<file path="config.mk">
export PLATFORM = sky130hd
export DESIGN_NAME = alu_muldiv_unit
export DESIGN_NICKNAME = d
export VERILOG_FILES = /design/src/rtl/alu_muldiv_unit.sv
export SDC_FILE = /design/constraint.sdc
export NUM_CORES = 1
export LEC_CHECK = 0
export CAP_MARGIN = 30
export CORE_AREA = 2 2 173 175
export CTS_CLUSTER_SIZE = 30
export DETAILED_ROUTE_END_ITERATION = 10
export DIE_AREA = 0 0 175 177
export GPL_ROUTABILITY_DRIVEN = 1
export GPL_TIMING_DRIVEN = 0
export PLACE_DENSITY = 0.8
export SYNTH_ARGS = -nofsm -noshare
export SYNTH_HDL_FRONTEND = slang
export SYNTH_SLANG_ARGS = --single-unit
</file>
<file path="constraint.sdc">
create_clock -name clk -period 3.84 [get_ports clk]
set_clock_uncertainty 0.15 [all_clocks]
set_input_delay 0.96 -clock clk [delete_from_list [all_inputs] [get_ports clk]]
set_output_delay 0.96 -clock clk [all_outputs]
set_load 0.02 [all_outputs]
</file>
<file path="src/rtl/alu_muldiv_unit.sv">
// alu_muldiv_unit
//   Iterative multiply/divide unit with HI/LO registers. It sits beside the EX-stage ALU.
//   - mult/multu/div/divu run for WIDTH+1 busy cycles: WIDTH RUN steps, then one FIX step.
//   - mthi/mtlo write HI/LO in a single cycle.
//   - mfhi/mflo are combinational reads on Result.
// Ports:
//   clk, reset   : core clock; synchronous active-high reset
//   Start, Funct : EX-stage HI/LO instruction request and its R-type function field
//   A, B         : rs / rt operands
//   Cancel       : pipeline flush; aborts a requested or running operation
//   Busy         : multi-cycle operation in progress
//   Stall        : Start & Busy (combinational)
//   Done         : one-cycle pulse after mult/div has written HI/LO
//   Result       : HI for mfhi, LO for mflo, otherwise zero (combinational)
//   HI, LO       : HI/LO registers
module alu_muldiv_unit #(
  parameter int WIDTH = 32
) (
  input  logic             clk,
  input  logic             reset,
  input  logic             Start,
  input  logic [5:0]       Funct,
  input  logic [WIDTH-1:0] A,
  input  logic [WIDTH-1:0] B,
  input  logic             Cancel,
  output logic             Busy,
  output logic             Stall,
  output logic             Done,
  output logic [WIDTH-1:0] Result,
  output logic [WIDTH-1:0] HI,
  output logic [WIDTH-1:0] LO
);
  localparam int CW = $clog2(WIDTH);
  localparam logic [1:0]    S_IDLE   = 2'd0;
  localparam logic [1:0]    S_RUN    = 2'd1;
  localparam logic [1:0]    S_FIX    = 2'd2;
  localparam logic [5:0]    F_MFHI   = 6'b010000;
  localparam logic [5:0]    F_MTHI   = 6'b010001;
  localparam logic [5:0]    F_MFLO   = 6'b010010;
  localparam logic [5:0]    F_MTLO   = 6'b010011;
  localparam logic [CW-1:0] CNT_LAST = CW'(WIDTH - 1);
  localparam logic [CW-1:0] CNT_ONE  = CW'(1);

  // Two's-complement negate when neg is set (single half).
  function automatic logic [WIDTH-1:0] cond_neg(input logic [WIDTH-1:0] v, input logic neg);
    return neg ? -v : v;
  endfunction

  // Two's-complement negate when neg is set (full double-width product).
  function automatic logic [2*WIDTH-1:0] cond_neg2(input logic [2*WIDTH-1:0] v, input logic neg);
    return neg ? -v : v;
  endfunction

  logic [1:0]         state_q, state_d;
  logic [CW-1:0]      cnt_q, cnt_d;
  // Lower half: multiplier / dividend->quotient. Upper half: partial product / remainder.
  logic [2*WIDTH-1:0] prod_q, prod_d;
  logic [WIDTH-1:0]   mcand_q, mcand_d;   // multiplicand or divisor magnitude
  logic               is_div_q, is_div_d;
  logic               sign_a_q, sign_a_d;
  logic               sign_b_q, sign_b_d;
  logic [WIDTH-1:0]   hi_q, hi_d;
  logic [WIDTH-1:0]   lo_q, lo_d;
  logic               done_q, done_d;

  logic               accept_s, is_md_s, md_start_s, a_neg_s, b_neg_s;
  logic [WIDTH:0]     mul_sum_s;
  logic [WIDTH:0]     div_shl_s;
  logic               div_ge_s;
  logic [WIDTH-1:0]   div_rem_s;
  logic [2*WIDTH-1:0] mul_full_s;

  // Request decode: Cancel beats Start, and nothing is accepted while busy.
  always_comb begin
    accept_s   = Start & ~Cancel & (state_q == S_IDLE);
    is_md_s    = (Funct[5:2] == 4'b0110);
    md_start_s = accept_s & is_md_s;
    // Funct[0]=0 selects the signed variant.
    a_neg_s    = ~Funct[0] & A[WIDTH-1];
    b_neg_s    = ~Funct[0] & B[WIDTH-1];
  end

  // One iteration step for shift-add multiply and restoring divide.
  always_comb begin
    mul_sum_s  = {1'b0, prod_q[2*WIDTH-1:WIDTH]}
               + (prod_q[0] ? {1'b0, mcand_q} : {(WIDTH+1){1'b0}});
    div_shl_s  = {prod_q[2*WIDTH-1:WIDTH], prod_q[WIDTH-1]};
    div_ge_s   = (div_shl_s >= {1'b0, mcand_q});
    // When the trial subtraction succeeds, the difference is below the divisor, so WIDTH bits suffice.
    div_rem_s  = div_ge_s ? (div_shl_s[WIDTH-1:0] - mcand_q) : div_shl_s[WIDTH-1:0];
    mul_full_s = cond_neg2(prod_q, sign_a_q ^ sign_b_q);
  end

  // FSM state register.
  always_ff @(posedge clk) begin
    if (reset) begin
      state_q <= S_IDLE;
    end else begin
      state_q <= state_d;
    end
  end

  // FSM next-state logic.
  always_comb begin
    state_d = state_q;
    case (state_q)
      S_IDLE: begin
        if (md_start_s) state_d = S_RUN;
        else            state_d = S_IDLE;
      end
      S_RUN: begin
        if (Cancel)                 state_d = S_IDLE;
        else if (cnt_q == CNT_LAST) state_d = S_FIX;
        else                        state_d = S_RUN;
      end
      S_FIX:   state_d = S_IDLE;
      default: state_d = S_IDLE;
    endcase
  end

  // FSM outputs and the combinational read/stall paths.
  always_comb begin
    Busy  = (state_q != S_IDLE);
    Stall = Start & Busy;
    case (Funct)
      F_MFHI:  Result = hi_q;
      F_MFLO:  Result = lo_q;
      default: Result = {WIDTH{1'b0}};
    endcase
  end

  // Datapath next-state: operand latch, iteration, sign fix-up and HI/LO writes.
  always_comb begin
    cnt_d    = cnt_q;
    prod_d   = prod_q;
    mcand_d  = mcand_q;
    is_div_d = is_div_q;
    sign_a_d = sign_a_q;
    sign_b_d = sign_b_q;
    hi_d     = hi_q;
    lo_d     = lo_q;
    done_d   = 1'b0;
    case (state_q)
      S_IDLE: begin
        if (md_start_s) begin
          prod_d   = {{WIDTH{1'b0}}, cond_neg(A, a_neg_s)};
          mcand_d  = cond_neg(B, b_neg_s);
          is_div_d = Funct[1];
          sign_a_d = a_neg_s;
          sign_b_d = b_neg_s;
          cnt_d    = {CW{1'b0}};
        end else if (accept_s && (Funct == F_MTHI)) begin
          hi_d = A;
        end else if (accept_s && (Funct == F_MTLO)) begin
          lo_d = A;
        end else begin
          hi_d = hi_q;
        end
      end
      S_RUN: begin
        cnt_d = cnt_q + CNT_ONE;
        if (is_div_q) prod_d = {div_rem_s, prod_q[WIDTH-2:0], div_ge_s};
        else          prod_d = {mul_sum_s, prod_q[WIDTH-1:1]};
      end
      S_FIX: begin
        if (Cancel) begin
          done_d = 1'b0;
        end else if (is_div_q) begin
          done_d = 1'b1;
          lo_d   = cond_neg(prod_q[WIDTH-1:0], sign_a_q ^ sign_b_q);
          hi_d   = cond_neg(prod_q[2*WIDTH-1:WIDTH], sign_a_q);
        end else begin
          done_d = 1'b1;
          hi_d   = mul_full_s[2*WIDTH-1:WIDTH];
          lo_d   = mul_full_s[WIDTH-1:0];
        end
      end
      default: done_d = 1'b0;
    endcase
  end

  // Datapath registers.
  always_ff @(posedge clk) begin
    if (reset) begin
      cnt_q    <= {CW{1'b0}};
      prod_q   <= {(2*WIDTH){1'b0}};
      mcand_q  <= {WIDTH{1'b0}};
      is_div_q <= 1'b0;
      sign_a_q <= 1'b0;
      sign_b_q <= 1'b0;
      hi_q     <= {WIDTH{1'b0}};
      lo_q     <= {WIDTH{1'b0}};
      done_q   <= 1'b0;
    end else begin
      cnt_q    <= cnt_d;
      prod_q   <= prod_d;
      mcand_q  <= mcand_d;
      is_div_q <= is_div_d;
      sign_a_q <= sign_a_d;
      sign_b_q <= sign_b_d;
      hi_q     <= hi_d;
      lo_q     <= lo_d;
      done_q   <= done_d;
    end
  end

  assign HI   = hi_q;
  assign LO   = lo_q;
  assign Done = done_q;

endmodule

</file>
### Yosys cells after proc, flatten, opt, wreduce, memory -nomap -nowiden

Index checks and enable logic that the tools add are counted.

* output and inout bits: 99
* bits of input ports: 74
* logic and storage cells: 83
* bits in registers: 171

* add/sub/neg operators: 8
* mux-type cells: 29
* eq/ne operators: 14
* order comparisons: 1
* bitwise operators: 10
* reduce and logical (&&, ||, !) cells: 11

Operator list (count)
* 2-to-1 mux 32 bit: 15
* 2-to-1 mux 64 bit: 3
* case mux 32 bit (2 select lines): 3
* negator 32 bit: 4
* case mux 64 bit (2 select lines): 1
* negator 64 bit: 1
* adder 32 x 32 -> 33 bit: 1
* greater-or-equal comparator 33 x 32 -> 1 bit: 1
* subtractor 32 bit: 1
* equality test 6 x 5 -> 1 bit, second input constant: 4
* case mux 5 bit (2 select lines): 1
* != test 2 bit, second input constant: 4
* bitwise AND 1 bit: 6
* nonzero test 2 bit: 3
* adder 5 x 1 -> 5 bit, second input constant: 1
* equality test 5 bit, second input constant: 1
* 2-to-1 mux 5 bit: 1
* AND reduction 5 bit: 1
* equality test 4 x 3 -> 1 bit, second input constant: 1
* 2-to-1 mux 2 bit: 2
* != test 2 x 1 -> 1 bit, second input constant: 2
* case mux 2 bit (2 select lines): 1
* AND reduction 2 bit: 2
* AND reduction 4 bit: 1
* 8 further kinds: 12

### Longest topological paths before layout

Gate-level depths: netlist (run 1).

* depth after elaboration: 8
* depth in mapped cells: 15
* mapped depth without buffers: 14

### Worst setup path before layout (run 1)

OpenSTA, ideal clock, no wires.

* path kind: input -> register
* start point: input B[8]
* end point: register mcand_q[24]
* required time: 3.604 ns
* cell stages on the path: 8
* path slack: 0.279 ns
* library setup time: 0.086 ns
* data arrival time: 3.325 ns
* cell sequence: or4_1 -> or3_1 -> or4_1 -> or3_1 -> nor3_2 -> a21oi_1 -> xnor2_1 -> a211oi_1

* longest elaborated chain between the ends: 2

RTL lines
* start: declaration: line 24 `input logic [WIDTH-1:0] B,`
* negator 32 bit: line 46 `return neg ? -v : v;`
* 2-to-1 mux 32 bit: line 46
* end signal: assignment: line 187 `mcand_q <= {WIDTH{1'b0}};`
* end signal: assignment: line 197 `mcand_q <= mcand_d;`
* end: declaration: line 58 `logic [WIDTH-1:0] mcand_q, mcand_d;`

No other way between the ends.
A chain may end at the register's enable or synchronous reset.

### Worst setup path after layout (run 1)

* start point: register mcand_q[1]
* end point: register prod_q[63]

* longest elaborated chain between the ends: 4

RTL lines
* 2-to-1 mux 32 bit (tied with other cells): line 86 `+ (prod_q[0] ? {1'b0, mcand_q} : {(WIDTH+1){1'b0}});`
* adder 32 x 32 -> 33 bit or 2-to-1 mux 32 bit (tied branches): line 86, 90
* 2-to-1 mux 64 bit *: line 162 `if (is_div_q) prod_d = {div_rem_s, prod_q[WIDTH-2:0], div_ge_s};`
* case mux 64 bit (2 select lines) *: line 143 `case (state_q)`
* end signal: assignment: line 186 `prod_q <= {(2*WIDTH){1'b0}};`
* end signal: assignment: line 196 `prod_q <= prod_d;`
* end: declaration: line 57 `logic [2*WIDTH-1:0] prod_q, prod_d;`

Every way passes the cells marked *; elsewhere a longest branch is shown, timed or not.

==> results of run 1 <==
[Yosys cell counts (all sizes together) (7+ instances only)]
cell,n
a2111oi,7
a211oi,119
a21o,38
a21oi,186
a22o,20
a311oi,10
a31oi,14
and3,7
buf,24
clkbuf,113
dfxtp,171
ha,70
inv,66
mux2i,87
nand2,140
nand2b,18
nand3,25
nand4,19
nor2,294
nor2b,13
nor3,50
nor4,15
o2111ai,7
o211ai,8
o21a,10
o21ai,92
o21bai,7
o31ai,22
o41ai,21
or3,15
or4,11
xnor2,92
xor2,76
[critical path, cell delays in order, from the launching register on]
cell and delay [ps]:
dfxtp_1 440, inv_1 120, ha_1 300, nor2b_1 150, o2111ai_1 240, a21oi_1 140
o21ai_2 340, o211a_1 350, a21oi_2 130, o21ai_2 240, buf_4 280, clkbuf_4 280
mux2i_1 280, a32oi_1 140
[metal layers]
metal	GRT usage (%)	up-vias
met3	6.29	195
met1	41.8	7451
met2	63.7	764
met5	0	-
li1	-	7467
met4	24.0	0
[cell families after synthesis]
family / after synthesis / synth area share [%]
buffers and inverters: 204 / 5.36
DFF: 171 / 23.8
xor gates and xnor gates: 168 / 10.2
and+or+nand+nor: 633 / 20.2
AOI/OAI and AO/OA: 609 / 27.9
adders and majority gates: 72 / 6.36
muxes: 89 / 6.21
[power breakdown]
group,total [W],internal (W),switching [W]
logic,0.000843,0.000331,0.000512
registers,0.00180,0.00178,0.0000145
clock network,0.00177,0.000887,0.000879
total,0.00441,0.00300,0.00141
[timing repair]
item,4_1_cts,5_1_grt
resized for setup,53,35
pin swaps,2,7
endpoints found under the setup margin,86,58
setup buffers,2,6
[how the worst max path moves through the flow]
stage / from / endpoint / depth (start not counted)
2_1_floorplan: B[8] / mcand_q[24] / 8
3_3_place_gp: prod_q[0] / HI[26] / 11
3_5_place_dp: prod_q[0] / HI[26] / 11
4_1_cts: prod_q[0] / prod_q[61] / 14
5_1_grt: mcand_q[1] / prod_q[63] / 13
6_report: mcand_q[1] / prod_q[63] / 13
[final cells by class]
| class | count | area [sq um] | area share (%) |
|---|---|---|---|
| buffer | 137 | 542 | 3.11 |
| inverter | 67 | 251 | 1.44 |
| antenna | 1 | 2.50 | 0.0144 |
| multi-input combinational | 1571 | 10400 | 59.4 |
| clock buffer | 18 | 439 | 2.52 |
| clock inverter | 14 | 150 | 0.861 |
| tap | 390 | 488 | 2.80 |
| sequential | 171 | 3430 | 19.7 |
| timing repair buffer | 179 | 1780 | 10.2 |
[flip-flops by register name, summed over array words and instances, names as in the netlist]
register,flops
LO,32
sign_b_q,1
Done,1
cnt_q,5
sign_a_q,1
HI,32
prod_q,64
is_div_q,1
state_q,2
mcand_q,32
[through the flow]
| step | setup TNS [ps] | util [%] | area (sq um) |
|---|---|---|---|
| detailed placement | -43400 | 56.7 | 16600 |
| CTS | 0 | 59.0 | 17300 |
| floorplan | 0 | - | 14400 |
| global placement | -43710 | 56.7 | 16600 |
| finish | 0 | 59.6 | 17400 |
| global route | -96.3 | 59.6 | 17400 |
==> flow_metrics.tcl, run 1 <==
set metrics [dict create \
    ys_types 76 \
    worstSkewPairLatency_ps 470 \
    cp.arrival_ps 3910 \
    p_per_area_nw_per_um2 253 \
    antenna_left 0 \
    ff2ff_path_depth 13 \
    cp_data_required_time_ps 4000 \
    die_area_sq_um 31000 \
    rows 63 \
    io_buffers 170 \
    timing.rr.end "prod_q[63]" \
    routed_via_density 6.23 \
    finalSetupViolCount 0 \
    placed_cells 2506 \
    routed.top_layer "met4" \
    drt_wl_total_microns 58400 \
    place_congestion 1.01 \
    first_pass_iters 6 \
    fin_cells 2548 \
    track_usage_pct 36.8 \
    async_flop_share_pct 0 \
    setup_slack_ps 88.0 \
    slew-limit-headroom_pct 32.4 \
    holdCritStartpoint "HI[30]" \
    yosys_warnings 0 \
    rrSetupSlack_ps 90 \
    m1WireLength_microns 22700 \
    cts_max_level 4 \
    first_iter_violations 1332 \
    synth_edf_count 0 \
    dr_wl_met2_microns 27200 \
    pre_cts_slack_ps -798 \
    hp-class "reg -> reg" \
    initial_core_util_pct 49.2 \
    cts_hold_buffers 0 \
    post-dp-hpwl_microns 46700 \
    layout_commonest_cell "nor2_1" \
    ys_seq_elements 171 \
    final-max-slew-violation-count 0 \
    die_y_microns 177 \
    mostFrequentLayoutCells "nor2_1 (294), a21oi_1 (182), dfxtp_1 (166), nand2_1 (139), clkdlybuf4s50_1 (139)" \
    endpoint_kind "flip-flop" \
    coreArea_sq_um 29200 \
    die_x_microns 175 \
    max_freq_mhz 267 \
    clockBufferDepth 2 \
    antenna_found_initial 1 \
    holdPathStages 2 \
    seq_area_frac_synth_pct 23.8 \
    grt_max_degree 19 \
    cts.clk_slew.worst_paths_ps 80 \
    crit_type "reg -> reg" \
    synth_top_cell_by_area "dfxtp_1" \
    dr_total_vias 15877 \
    synth-main-ff-cell "dfxtp_1" \
    wl_per_cell_microns 22.9 \
    finalPower_w 0.00441 \
    io_pins 173 \
    synth_nets 2092 \
    path_max_fanout 10 \
    grt_pass1_vias 14915 \
    status "finished clean" \
    cellLeakagePower_nw 6.80 \
    cts_sinks 171 \
    synth_area_sq_um 14400 \
    area_delta_synth_final_pct 21.2 \
    grt_pass1_wl_microns 87400 \
    hold_end "HI[30]" \
    drc 0 \
    cts_root_buf "clkbuf_16" \
    finalHoldViolCount 0 \
    tightestPinTransition_ps 1010 \
    netlist.area_leader.share_pct 23.8 \
    nets 2290 \
    hold_slack_ps 331 \
    max_cap_viol_count 0 \
    syn_avg_cell_area_sq_um 7.40 \
    r2r-start "mcand_q[1]" \
    cts_buffers 17 \
    rsz0062_at_grt "yes" \
    wl_met3_microns 4270 \
    fin_crit_ps 3750 \
    synthCells 1946 \
    fill_cells 2778 \
    synthTopCellsByArea "dfxtp_1 (24%), nor2_1 (7.7%), a21oi_1 (6.5%)" \
    ir_drop_v 0.000295 \
    drive_above_1_share_pct 4.78 \
    cts_tree "built" \
    post-route-period-util_pct 97.7 \
    crit_path_start_kind "flip-flop" \
    grt-ovfl-total 0 \
]
(Power assumes the default switching activity.)
==> run 2: changes to the inputs <==
CORE_AREA = 2 2 161 163   (was 2 2 173 175)
DIE_AREA = 0 0 163 165   (was 0 0 175 177)
PLACE_DENSITY = 0.9   (was 0.8)
==> run 2 against run 1 <==
Maximum frequency decreased by 0.85%. Sequential share of layout area increased by 0.081 points. Worst hold slack got worse by 20 ps. Wire length decreased by 1.9%.
==> flow_metrics.tcl, run 2 (same netlist as run 1, synthesis figures left out) <==
set metrics [dict create \
    pwr-share-clk_pct 40.3 \
    intPower_w 0.00300 \
    crit_path_start_kind "flip-flop" \
    antenna_cells 0 \
    sw_frac_of_total_pct 32.4 \
    area_delta_synth_final_pct 20.7 \
    max_freq_mhz 264 \
    first_iter_violations 1767 \
    antenna_found_initial 0 \
    mostFrequentLayoutCells "nor2_1 (293), a21oi_1 (182), dfxtp_1 (165), clkdlybuf4s50_1 (138), nand2_1 (137)" \
    multiInputGateArea_sq_um 10400 \
    rsz0062_at_grt "yes" \
    rows 58 \
    post-dp-hpwl_microns 45000 \
    cp_slowest_cell "or3b_1" \
    first_pass_iters 6 \
    cts_root_buf "clkbuf_16" \
    crit_type "reg -> reg" \
    cts_max_level 4 \
    grt-ovfl-total 0 \
    slew-limit-headroom_pct 28.8 \
    finalHoldViolCount 0 \
    top_register "prod_q" \
    cpLargestDelayFamily "simple AND/OR/NAND/NOR gates" \
    p_seq_share_pct 40.5 \
    cts.clk_slew.worst_paths_ps 80 \
    largest_reg_flops 64 \
    clockBufferDepth 2 \
    die_area_sq_um 26900 \
    grt_max_degree 20 \
    track_usage_pct 41.9 \
    routed_via_density 6.52 \
    ir_drop_v 0.000265 \
    cp.arrival_ps 4010 \
    status "finished clean" \
    die_y_microns 165 \
    max_cap_viol_count 0 \
    cp_data_required_time_ps 4060 \
    fin_crit_ps 3780 \
    endpoint_kind "flip-flop" \
    grt_pass1_vias 15461 \
    setup_slack_ps 55.9 \
    cts_buffers 17 \
    cp_common_cell "a21oi_1" \
    grt_pass1_wl_microns 86600 \
    antenna_left 0 \
    path_max_fanout 10 \
    layout_commonest_cell "nor2_1" \
    place_congestion 1.02 \
    wl_per_cell_microns 23.0 \
    regArea_sq_um 3430 \
    max_stage_delay_ps 450 \
    initial_core_util_pct 57.5 \
    fin_setup_tns_ps 0 \
    post-route-period-util_pct 98.5 \
    die_x_microns 163 \
    drive_above_1_share_pct 5.09 \
    tightestPinTransition_ps 1070 \
    hp-class "reg -> reg" \
    drc 0 \
    dr_total_vias 16246 \
    io_pins 173 \
    worstSkewPairLatency_ps 450 \
    fill_cells 2175 \
    coreArea_sq_um 25000 \
    drt_wl_total_microns 57300 \
    crit_chain "inv_1, clkbuf_4, ha_1, or3b_1, nor4_4, nand4_4, o31ai_4, nand2_1, nor2_1, a21oi_1, xnor2_1, a211o_1, a21oi_1" \
    comb_power_share_pct 19.2 \
    nets 2293 \
    path_buf_inv 2 \
    finalSetupViolCount 0 \
    cts_hold_buffers 0 \
    io_buffers 170 \
    rrSetupSlack_ps 60 \
    pre_cts_slack_ps -679 \
    final-max-slew-violation-count 0 \
    cellLeakagePower_nw 6.66 \
    p_per_area_nw_per_um2 256 \
    cts_tree "built" \
    p_sw_w 0.00144 \
    cts_sinks 171 \
]
==> run 2: area by class of cell <==
class / instances / share of cell area, %
inverters: 67 / 1.45
well taps: 330 / 2.38
plain buffers: 137 / 3.14
clock inverters: 15 / 1.01
clock buffers: 17 / 2.45
multi-input cells: 1571 / 59.7
repair buffers: 182 / 10.1
flip-flops and latches: 171 / 19.8
==> run 2: worst paths after layout <==
| kind | from | end | cells past startpoint |
|---|---|---|---|
| min | mcand_q[31] | mcand_q[31] | 2 |
| max reg2reg | prod_q[0] | HI[30] | 13 |
| max | prod_q[0] | HI[30] | 13 |
| min reg2reg | mcand_q[31] | mcand_q[31] | 2 |
==> run 2: repair_timing <==
action / in CTS / in global routing
gates resized for setup: 57 / 33
buffers inserted: 3 / 8
setup endpoints to repair: 90 / 58
pin swaps: 3 / 11
==> run 2: per-layer routing <==
layer | GRT usage (%) | wire, microns | vias to the layer above
met5 | 0 | 0 | -
met4 | 32.1 | 4850 | 0
met3 | 7.99 | 5260 | 270
met2 | 70.4 | 26000 | 1022
met1 | 46.9 | 21200 | 7488
li1 | - | - | 7466
==> run 2: worst reg2reg max path: cells and delay by family (launching register included) <==
kind                     cells  cell delay (ps)
AND/OR/NAND/NOR              5             1310
AO/OA/AOI/OAI                4              960
buffers and inverters        2              500
flip-flops                   1              400
adder cells (fa/ha/maj)      1              230
XOR/XNOR                     1              160
==> run 2: metrics by stage <==
stage | instances | utilization (%) | hold slack (ps) | power (W) | cell area (sq um)
floorplan | 1946 | - | 286 | 0.00231 | 14400
global placement | 2446 | 65.9 | 299 | 0.00259 | 16500
detailed placement | 2446 | 65.9 | 305 | 0.00260 | 16500
CTS | 2481 | 68.5 | 315 | 0.00435 | 17200
global route | 2490 | 69.4 | 338 | 0.00453 | 17400
finish | 2490 | 69.4 | 311 | 0.00444 | 17400
==> run 2: power by group through the flow <==
stage          Sequential (W)  Clock [W]  Combinational [W]
2_1_floorplan         0.00184          0           0.000473
3_3_place_gp          0.00184          0           0.000756
3_5_place_dp          0.00184          0           0.000760
4_1_cts               0.00180    0.00177           0.000784
5_1_grt               0.00180    0.00184           0.000893
6_report              0.00180    0.00179           0.000852
==> run 3: changes to the inputs <==
CAP_MARGIN = unset   (was 30)
GPL_TIMING_DRIVEN = unset   (was 0)
PLACE_DENSITY = 0.88   (was 0.9)
==> run 3 against run 2 <==
Sequential cell count unchanged. Sequential share of layout area is 0.56 points lower. Design area grew 2.8%. Largest cell class unchanged.
==> flow_metrics.tcl, run 3 (same netlist as run 1, synthesis figures left out) <==
set metrics [dict create \
    drt_wl_total_microns 52700 \
    nets 2270 \
    final-max-slew-violation-count 0 \
    track_usage_pct 38.7 \
    first_pass_iters 6 \
    post-dp-hpwl_microns 39900 \
    status "finished clean" \
    cts_buffers 17 \
    routed_via_density 6.51 \
    cts_tree "built" \
    area_delta_synth_final_pct 24.0 \
    use_met1_pct 44.7 \
    grt_use_met3_pct 9.94 \
    path_max_fanout 5 \
    crit_path_start_kind "flip-flop" \
    hp-class "reg -> reg" \
    coreArea_sq_um 25000 \
    dr_total_vias 16062 \
    largest_reg_flops 64 \
    wl_per_cell_microns 21.4 \
    cp_common_cell "buf_4" \
    grt_busiest_layer "met2" \
    endpoint_kind "flip-flop" \
    finalSetupViolCount 0 \
    max_freq_mhz 272 \
    max_stage_delay_ps 630 \
    cts_sinks 171 \
    die_x_microns 163 \
    cts.clk_slew.worst_paths_ps 90 \
    die_area_sq_um 26900 \
    finalHoldViolCount 0 \
    pre_cts_slack_ps -325 \
    initial_core_util_pct 57.5 \
    cp_slowest_cell "or4_1" \
    crit_chain "buf_4, or4_1, nor4_4, and4_1, nor2_1, o41ai_1, a31oi_2, xnor2_1, a2111oi_2, buf_4, a21o_1" \
    slew-limit-headroom_pct 38.5 \
    first_iter_violations 1837 \
    layout_commonest_cell "nor2_1" \
    clockBufferDepth 2 \
    post-route-period-util_pct 95.9 \
    rrSetupSlack_ps 160 \
    antenna_found_initial 2 \
    crit_type "reg -> reg" \
    tightestPinTransition_ps 917 \
    rows 58 \
    grt_pass1_wl_microns 81700 \
    cts_hold_buffers 0 \
    fill_cells 2035 \
    drc 0 \
    p_per_area_nw_per_um2 252 \
    multiInputGateArea_sq_um 10300 \
    grt_max_degree 74 \
    cts_max_level 4 \
    use_met2_pct 64.2 \
    worstSkewPairLatency_ps 450 \
    ir_drop_v 0.000252 \
    top_register "prod_q" \
    antenna_left 0 \
    place_congestion 1.02 \
    cp.arrival_ps 3930 \
    io_pins 173 \
    die_y_microns 165 \
    grt_pass1_vias 15065 \
    fin_crit_ps 3680 \
    drive_above_1_share_pct 9.22 \
    cp_data_required_time_ps 4090 \
    grt-ovfl-total 0 \
    cellLeakagePower_nw 7.43 \
    io_buffers 172 \
    finalPower_w 0.00449 \
    max_cap_viol_count 0 \
    setup_slack_ps 158 \
    cts_root_buf "clkbuf_16" \
    mostFrequentLayoutCells "nor2_1 (293), a21oi_1 (185), dfxtp_1 (170), nand2_1 (139), clkdlybuf4s50_1 (138)" \
    regArea_sq_um 3430 \
]
-- run 3: stage by stage --
step | cells | TNS (ps) | hold slack (ps) | util [%] | instance area (sq um)
5_1_grt | 2467 | -4.40 | 348 | 71.3 | 17800
2_1_floorplan | 1946 | 0 | 286 | - | 14400
3_5_place_dp | 2432 | -3530 | 309 | 68.1 | 17100
6_report | 2468 | 0 | 320 | 71.3 | 17900
4_1_cts | 2464 | 0 | 321 | 70.6 | 17700
3_3_place_gp | 2432 | -2140 | 302 | 68.1 | 17100
-- run 3: layer usage --
layer / up-vias / part of all wire [%]
met1: 7419 / 38
met3: 255 / 9.8
met2: 958 / 45
met4: 2 / 7.4
met5: - / 0.025
li1: 7428 / -
-- run 3: critical path: cells and delay by family (launching register included) --
family	cells	cell delay [ps]
XOR/XNOR	1	230
buffers and inverters	2	360
AO/OA/AOI/OAI	4	1250
flip-flops	1	350
AND/OR/NAND/NOR	4	1300
-- run 3: path summary, 6_finish.rpt --
check | startpoint | end | cells past startpoint
worst max-delay path | prod_q[0] | HI[13] | 11
worst min-delay path | mcand_q[31] | mcand_q[31] | 2
worst max register to register | prod_q[0] | HI[13] | 11
worst min register to register | mcand_q[31] | mcand_q[31] | 2
-- run 3: layout make-up --
class                      instances  share of cell area (%)
antenna                            1                  0.0140
clock buffer                      17                    2.38
clock inverter                    15                    1.08
inverter                          67                    1.41
multi-input combinational       1571                    57.9
sequential                       171                    19.2
tap                              330                    2.31
timing repair buffer             296                    15.7
-- run 3: power by group --
part / leakage [nW] / total [W] / switching (W) / internal, W
registers: 1.38 / 0.00180 / 0.0000151 / 0.00178
clock network: 0.296 / 0.00181 / 0.000922 / 0.000893
logic: 5.76 / 0.000877 / 0.000498 / 0.000379
total: 7.43 / 0.00449 / 0.00144 / 0.00305
-- run 3: timing repair --
item                                   CTS  global route
endpoints found under the hold margin    0             0
buffers inserted                         0             3
gates resized for setup                  8            42
setup endpoints to repair                7            53
pin swaps                                0             2
